--- src/rtl/program_loader_pkg.sv ---
// Shared definitions for the computer core and its program loader.
// Instruction encodings, memory geometry and loader FSM states.
package program_loader_pkg;

  localparam int INST_WIDTH       = 16;
  localparam int PROG_MEMORY_SIZE = 16;

  localparam logic [3:0] OP_NOP   = 4'h0;
  localparam logic [3:0] OP_LOADC = 4'h1;
  localparam logic [3:0] OP_ADD   = 4'h2;
  localparam logic [3:0] OP_SUB   = 4'h3;
  localparam logic [3:0] OP_ADDF  = 4'h4;
  localparam logic [3:0] OP_SUBF  = 4'h5;
  localparam logic [3:0] OP_HALT  = 4'hF;

  localparam logic [INST_WIDTH-1:0] HALT_INST = {OP_HALT, 12'h000};

  localparam logic [2:0] S_IDLE = 3'd0;
  localparam logic [2:0] S_LOAD = 3'd1;
  localparam logic [2:0] S_FILL = 3'd2;
  localparam logic [2:0] S_RUN  = 3'd3;
  localparam logic [2:0] S_DONE = 3'd4;

  function automatic logic [INST_WIDTH-1:0] make_inst(
    input logic [3:0] op,
    input logic [3:0] rd,
    input logic [7:0] imm
  );
    return {op, rd, imm};
  endfunction

endpackage

--- src/rtl/program_loader_if.sv ---
// Valid/ready program-word channel into the loader.
// master: host source; slave: program_loader.
interface program_loader_if
  import program_loader_pkg::*;
#(
  parameter int W = INST_WIDTH
) ();

  logic         load_valid;
  logic         load_ready;
  logic [W-1:0] load_data;
  logic         load_last;

  modport master (
    output load_valid, load_data, load_last,
    input  load_ready
  );

  modport slave (
    input  load_valid, load_data, load_last,
    output load_ready
  );

endinterface

--- src/rtl/program_loader_saturating_counter.sv ---
// Up-counter that sticks at LIMIT instead of wrapping.
// Ports: clk, rst_n, clear, enable -> count, at_limit.
module saturating_counter #(
  parameter int WIDTH = 32,
  parameter int LIMIT = 1024
) (
  input  logic             clk,
  input  logic             rst_n,
  input  logic             clear,
  input  logic             enable,
  output logic [WIDTH-1:0] count,
  output logic             at_limit
);

  localparam logic [WIDTH-1:0] LIM = WIDTH'(LIMIT);

  assign at_limit = (count == LIM);

  always_ff @(posedge clk or negedge rst_n) begin
    if (!rst_n) begin
      count <= '0;
    end else if (clear) begin
      count <= '0;
    end else if (enable && !at_limit) begin
      count <= count + WIDTH'(1);
    end
  end

endmodule

--- src/rtl/program_loader.sv ---
// Boot/run sequencer: streams a program into core memory, pads with HALT,
// releases core reset and times the run. Ports: clock, reset (async low),
// start, load channel, mem write port, core_reset/core_halted, status.
module program_loader #(
  parameter int DEPTH      = program_loader_pkg::PROG_MEMORY_SIZE,
  parameter int INST_WIDTH = program_loader_pkg::INST_WIDTH,
  parameter int MAX_CYCLES = 1024,
  parameter int ADDR_WIDTH = $clog2(DEPTH)
) (
  input  logic                  clock,
  input  logic                  reset,
  input  logic                  start,
  program_loader_if.slave       load,
  output logic                  mem_write,
  output logic [ADDR_WIDTH-1:0] mem_address,
  output logic [INST_WIDTH-1:0] mem_data,
  output logic                  core_reset,
  input  logic                  core_halted,
  output logic                  busy,
  output logic                  done,
  output logic                  timeout,
  output logic [31:0]           cycle_count
);

  import program_loader_pkg::*;

  localparam int PW = ADDR_WIDTH + 1;
  localparam logic [PW-1:0] PTR_END  = PW'(DEPTH);
  localparam logic [PW-1:0] PTR_LAST = PW'(DEPTH - 1);

  logic [2:0]    state;
  logic [2:0]    state_n;
  logic [PW-1:0] ptr;
  logic [PW-1:0] ptr_n;
  logic          go;
  logic          accept;
  logic          fill_wr;
  logic          to_run;
  logic          halt_run;
  logic          expire;
  logic          at_limit;
  logic          cnt_en;

  assign go       = start && (state == S_IDLE || state == S_DONE);
  assign accept   = (state == S_LOAD) && load.load_valid && load.load_ready;
  assign fill_wr  = (state == S_FILL) && (ptr != PTR_END);
  // FILL with nothing left to write is the one idle cycle that lets
  // the final memory write retire before the core leaves reset.
  assign to_run   = (state == S_FILL) && (ptr == PTR_END);
  assign halt_run = (state == S_RUN) && core_halted;
  assign expire   = (state == S_RUN) && !core_halted && at_limit;

  always_comb begin
    state_n = state;
    unique case (1'b1)
      go:       state_n = S_LOAD;
      accept && (load.load_last || ptr == PTR_LAST):
                state_n = S_FILL;
      to_run:   state_n = S_RUN;
      halt_run || expire:
                state_n = S_DONE;
      default:  state_n = state;
    endcase
  end

  always_comb begin
    ptr_n = ptr;
    if (go) begin
      ptr_n = '0;
    end else if (accept || fill_wr) begin
      ptr_n = ptr + PW'(1);
    end
  end

  // Count the entry edge too, so the first RUN cycle reads 1.
  assign cnt_en = to_run || ((state == S_RUN) && (state_n == S_RUN));

  saturating_counter #(
    .WIDTH (32),
    .LIMIT (MAX_CYCLES)
  ) u_cycles (
    .clk      (clock),
    .rst_n    (reset),
    .clear    (go),
    .enable   (cnt_en),
    .count    (cycle_count),
    .at_limit (at_limit)
  );

  always_ff @(posedge clock or negedge reset) begin
    if (!reset) begin
      state           <= S_IDLE;
      ptr             <= '0;
      load.load_ready <= 1'b0;
      mem_write       <= 1'b0;
      mem_address     <= '0;
      mem_data        <= '0;
      core_reset      <= 1'b0;
      busy            <= 1'b0;
      done            <= 1'b0;
      timeout         <= 1'b0;
    end else begin
      state           <= state_n;
      ptr             <= ptr_n;
      load.load_ready <= (state_n == S_LOAD) && (ptr_n < PTR_END);
      mem_write       <= accept || fill_wr;
      core_reset      <= (state_n == S_RUN) || (state_n == S_DONE);
      busy            <= (state_n == S_LOAD) || (state_n == S_FILL)
                      || (state_n == S_RUN);
      done            <= (state_n == S_DONE);
      if (accept) begin
        mem_address <= ptr[ADDR_WIDTH-1:0];
        mem_data    <= load.load_data;
      end else if (fill_wr) begin
        mem_address <= ptr[ADDR_WIDTH-1:0];
        mem_data    <= INST_WIDTH'(HALT_INST);
      end
      if (go) begin
        timeout <= 1'b0;
      end else if (expire) begin
        timeout <= 1'b1;
      end
    end
  end

endmodule

--- src/flat_wrapper.sv ---
// flat-port wrapper written by rule: the top's interface ports become plain ports
module program_loader_flat import program_loader_pkg::*;
#(
  parameter int DEPTH      = program_loader_pkg::PROG_MEMORY_SIZE,
  parameter int INST_WIDTH = program_loader_pkg::INST_WIDTH,
  parameter int MAX_CYCLES = 1024,
  parameter int ADDR_WIDTH = $clog2(DEPTH)
)
  (clock, reset, start, mem_write, mem_address, mem_data, core_reset, core_halted, busy, done, timeout, cycle_count, load_load_valid, load_load_data, load_load_last, load_load_ready);
  program_loader_if #(.W(INST_WIDTH)) load_i ();
  input  logic clock;
  input  logic reset;
  input  logic start;
  output logic mem_write;
  output logic [ADDR_WIDTH-1:0] mem_address;
  output logic [INST_WIDTH-1:0] mem_data;
  output logic core_reset;
  input  logic core_halted;
  output logic busy;
  output logic done;
  output logic timeout;
  output logic [31:0] cycle_count;
  input wire logic [$bits(load_i.load_valid)-1:0] load_load_valid;
  input wire logic [$bits(load_i.load_data)-1:0] load_load_data;
  input wire logic [$bits(load_i.load_last)-1:0] load_load_last;
  output wire logic [$bits(load_i.load_ready)-1:0] load_load_ready;
  assign load_i.load_valid = load_load_valid;
  assign load_i.load_data = load_load_data;
  assign load_i.load_last = load_load_last;
  assign load_load_ready = load_i.load_ready;
  program_loader #(.DEPTH(DEPTH), .INST_WIDTH(INST_WIDTH), .MAX_CYCLES(MAX_CYCLES), .ADDR_WIDTH(ADDR_WIDTH)) u_core (.clock(clock), .reset(reset), .start(start), .load(load_i), .mem_write(mem_write), .mem_address(mem_address), .mem_data(mem_data), .core_reset(core_reset), .core_halted(core_halted), .busy(busy), .done(done), .timeout(timeout), .cycle_count(cycle_count));
endmodule
--- config.mk ---
export PLATFORM = sky130hd
export DESIGN_NAME = program_loader_flat
export DESIGN_NICKNAME = d
export VERILOG_FILES = /design/src/rtl/program_loader_pkg.sv /design/src/rtl/program_loader_if.sv /design/src/rtl/program_loader_saturating_counter.sv /design/src/rtl/program_loader.sv /design/src/flat_wrapper.sv
export SDC_FILE = /design/constraint.sdc
export NUM_CORES = 1
export LEC_CHECK = 0
export ABC_AREA = 1
export CORE_ASPECT_RATIO = 1.5
export CORE_MARGIN = 1
export CORE_UTILIZATION = 50
export CTS_BUF_LIST = sky130_fd_sc_hd__clkbuf_4 sky130_fd_sc_hd__clkbuf_8 sky130_fd_sc_hd__clkbuf_16
export CTS_CLUSTER_SIZE = 40
export DETAILED_ROUTE_END_ITERATION = 8
export PLACE_DENSITY = 0.85
export SLEW_MARGIN = 20
export SYNTH_ARGS = -nofsm -noshare
export SYNTH_HDL_FRONTEND = slang
export SYNTH_SLANG_ARGS = --single-unit
--- constraint.sdc ---
create_clock -name clock -period 2.6 [get_ports clock]
set_input_delay 0.39 -clock clock [delete_from_list [all_inputs] [get_ports clock]]
set_output_delay 0.39 -clock clock [all_outputs]
set_load 0.02 [all_outputs]
==> impl_metrics.toml <==
[sta]
hold_viol = 0
final.setup.worst_slack_ps = 179
slew_violations = 0
fin_skew_ps = 10.6
max_freq_mhz = 413
slew_headroom = 0.487
final-setup-viol-count = 0
period_needed_ps = 2420
setup_total_negative_slack_ps = 0
timing_worst_slew_pin_value_ps = 770
layout_worst_path_cycle_share = 0.931
rsz_0062_raised_after_global_routing = "false"

[placed_design]
dp_worst_setup_slack_ps = 222
routabilityCongestion = 0.975
place_hpwl_um = 7790
placed_cell_area_um2 = 4830
placement.io_buffers = 79

[clock_tree]
clock_sink_count = 66
ctsResizeCount = 0
cts_max_level = 3
cts_tree = "yes"
clock_tree.buffer_depth = 2
clk-insertion-delay-late_ps = 330
post_cts_setup_inserts = 0
cts_root_buf = "clkbuf_16"
cts-buffers-inserted = 9
path_clk_slew_ps = 60
hold_buffers = 0

[synthesis]
syn-mean-instance-area_um2 = 7.79
yosys_warnings = 0
yosysSeqAreaShare = 0.412
syn-instance-count = 515
ys_ff_latch = 66
synth_enable_flop_cells = 0
postSynthNetCount = 542
fraction_of_registers_with_async_set_reset = 1.00
post_synth_instance_area_um2 = 4010
ys_types = 40
dominantRegCellSynth = "dfrtp_1"

[global_route]
grt_antenna_before_repair = 0
grt_max_degree = 69
wire_length_of_the_first_global_routing_pass_um = 17400
grtUsageTotal = 0.271
grt_pass1_vias = 3792
grt.overflow.total = 0

[routing]
routed-via-count = 3785
number_of_nets_with_antenna_violations_after_detailed_routing = 0
drt_iter0_markers = 261
finalWirelength_um = 10600
drt_pass1_iterations = 5
drc = 0
wl_per_cell_um = 15.3
vias_per_cell = 5.45

[status]
status = "complete, no violations"

[critical_path]
worstSetupStartpointType = "flop"
critPathRequiredTime_ps = 2820
worstSetupPathType = "flop to flop"
critPathMaxFanout = 32
arrival_ps = 2640
critPathCaptureType = "flop"

[power]
leakagePower_nw = 2.52
p_per_area_nw_per_um2 = 813
vdd.ir_drop.worst_v = 0.000461

[cells_and_area]
final_design_area_no_fill_um2 = 5140
nFillCells = 639
diodes = 0
area_delta_synth_final_pct = 28.2
layout-drive-gt1-share = 0.0725
final_core_utilization = 0.667
num-nets-final = 617

[die]
core_area_um2 = 7710
boundaryPins = 80
chipWidth_um = 75.1
start_util = 0.520
design.die.area_um2 = 8390
rows = 39
dieHeight_um = 112

[min_path]
timing.hold.worst.class = "input port to async pin"

[job]
max_cap_violations = 0
[layout by cell type (no fill, tap or decap), types with 3 or more instances in the layout]
master           instances
nand2_1                109
clkdlybuf4s50_1         78
inv_1                   67
dfrtp_1                 66
nand3_1                 48
nor2_1                  47
nand4_1                 36
nor3_1                  27
xor2_1                  22
a22o_1                  12
clkbuf_16                9
a21oi_1                  7
o21ai_0                  7
buf_4                    6
inv_2                    5
ha_1                     5
o22a_1                   4
xnor2_1                  4
nand3_2                  3
nand2_2                  3
[path summary, 6_finish.rpt]
kind | from | end | slack (ps) | cells after the start
setup / recovery | u_core.ptr[0] | u_core.u_cycles.count[23] | 180 | 12
hold / removal | reset | u_core.mem_data[13] | 130 | 1
setup reg to reg | u_core.ptr[0] | u_core.u_cycles.count[23] | 180 | 12
hold reg to reg | u_core.ptr[3] | u_core.ptr[3] | 480 | 1
max in group asynchronous | reset | u_core.u_cycles.count[14] | 1720 | 2
min in group clock | u_core.ptr[3] | u_core.ptr[3] | 480 | 1
[registers in the layout, summed over array words and instances (netlist names), 3 cells and up]
| name | cells |
|---|---|
| u_core.u_cycles.count | 32 |
| u_core.ptr | 5 |
| u_core.state | 3 |
| u_core.mem_address | 4 |
| u_core.mem_data | 16 |
[synthesized netlist by cell type (3+ instances only)]
library cell	count	share of area
ha_1	5	0.016
dfrtp_1	66	0.41
xor2_1	22	0.048
xnor2_1	4	0.0087
o21ai_0	7	0.0087
a21oi_1	7	0.0087
o22a_1	4	0.0087
nand3_1	49	0.061
inv_2	5	0.0047
clkbuf_1	5	0.0047
buf_2	4	0.0050
buf_1	3	0.0028
a22o_1	12	0.026
buf_6	7	0.020
nand4_1	36	0.056
nor2_1	47	0.044
nor3_1	27	0.034
nand2_2	3	0.0047
inv_1	67	0.063
nand2_1	109	0.10
[area by class of cell]
type	count	area, um2	area share
Clock buffer	11	246	0.0479
Clock inverter	3	65.1	0.0127
Inverter	73	277	0.0538
Multi-Input combinational cell	355	1940	0.378
Sequential cell	66	1650	0.321
Tap cell	102	128	0.0248
Timing Repair Buffer	85	831	0.162
[where the power goes]
part	internal, mW	total [mW]	switching [mW]
combinational	0.579	1.52	0.942
clock	0.863	1.28	0.416
sequential	1.23	1.38	0.146
total	2.67	4.18	1.50
[per-layer routing]
| layer | track usage | routed length [um] | vias up |
|---|---|---|---|
| li1 | - | - | 1844 |
| met1 | 0.290 | 4040 | 1773 |
| met2 | 0.483 | 5560 | 137 |
| met3 | 0.0624 | 648 | 31 |
| met4 | 0.135 | 396 | 0 |
| met5 | 0 | 0 | - |
[logic make-up (layout without fill, tap and decap cells)]
kind of cell | Yosys count | in the layout | synth area share
DFF | 66 | 66 | 0.412
xor gates and xnor gates | 26 | 26 | 0.0568
and+or+nand+nor | 288 | 288 | 0.345
buffers and inverters | 94 | 172 | 0.105
AOI/OAI and AO/OA | 36 | 36 | 0.0661
adders and majority gates | 5 | 5 | 0.0156
[worst max-delay path, stage by stage (launching register included)]
cell	delay, ps
dfrtp_1	390
ha_1	220
inv_1	70
nor3_1	50
ha_1	180
or2_2	300
a21oi_1	310
nand3_1	140
nand2_2	120
nand4_4	80
buf_4	260
nand3_1	120
nand2_1	60
[metrics by stage]
stage / power [mW] / hold WS, ps / std cells
after floorplan: 2.45 / 94.4 / 515
after global placement: 2.84 / 455 / 681
after detailed placement: 2.91 / 470 / 681
after CTS: 4.21 / 155 / 695
after global routing: 4.40 / 200 / 695
final: 4.18 / 130 / 695
Note: power is estimated with default switching activity, not from simulation.
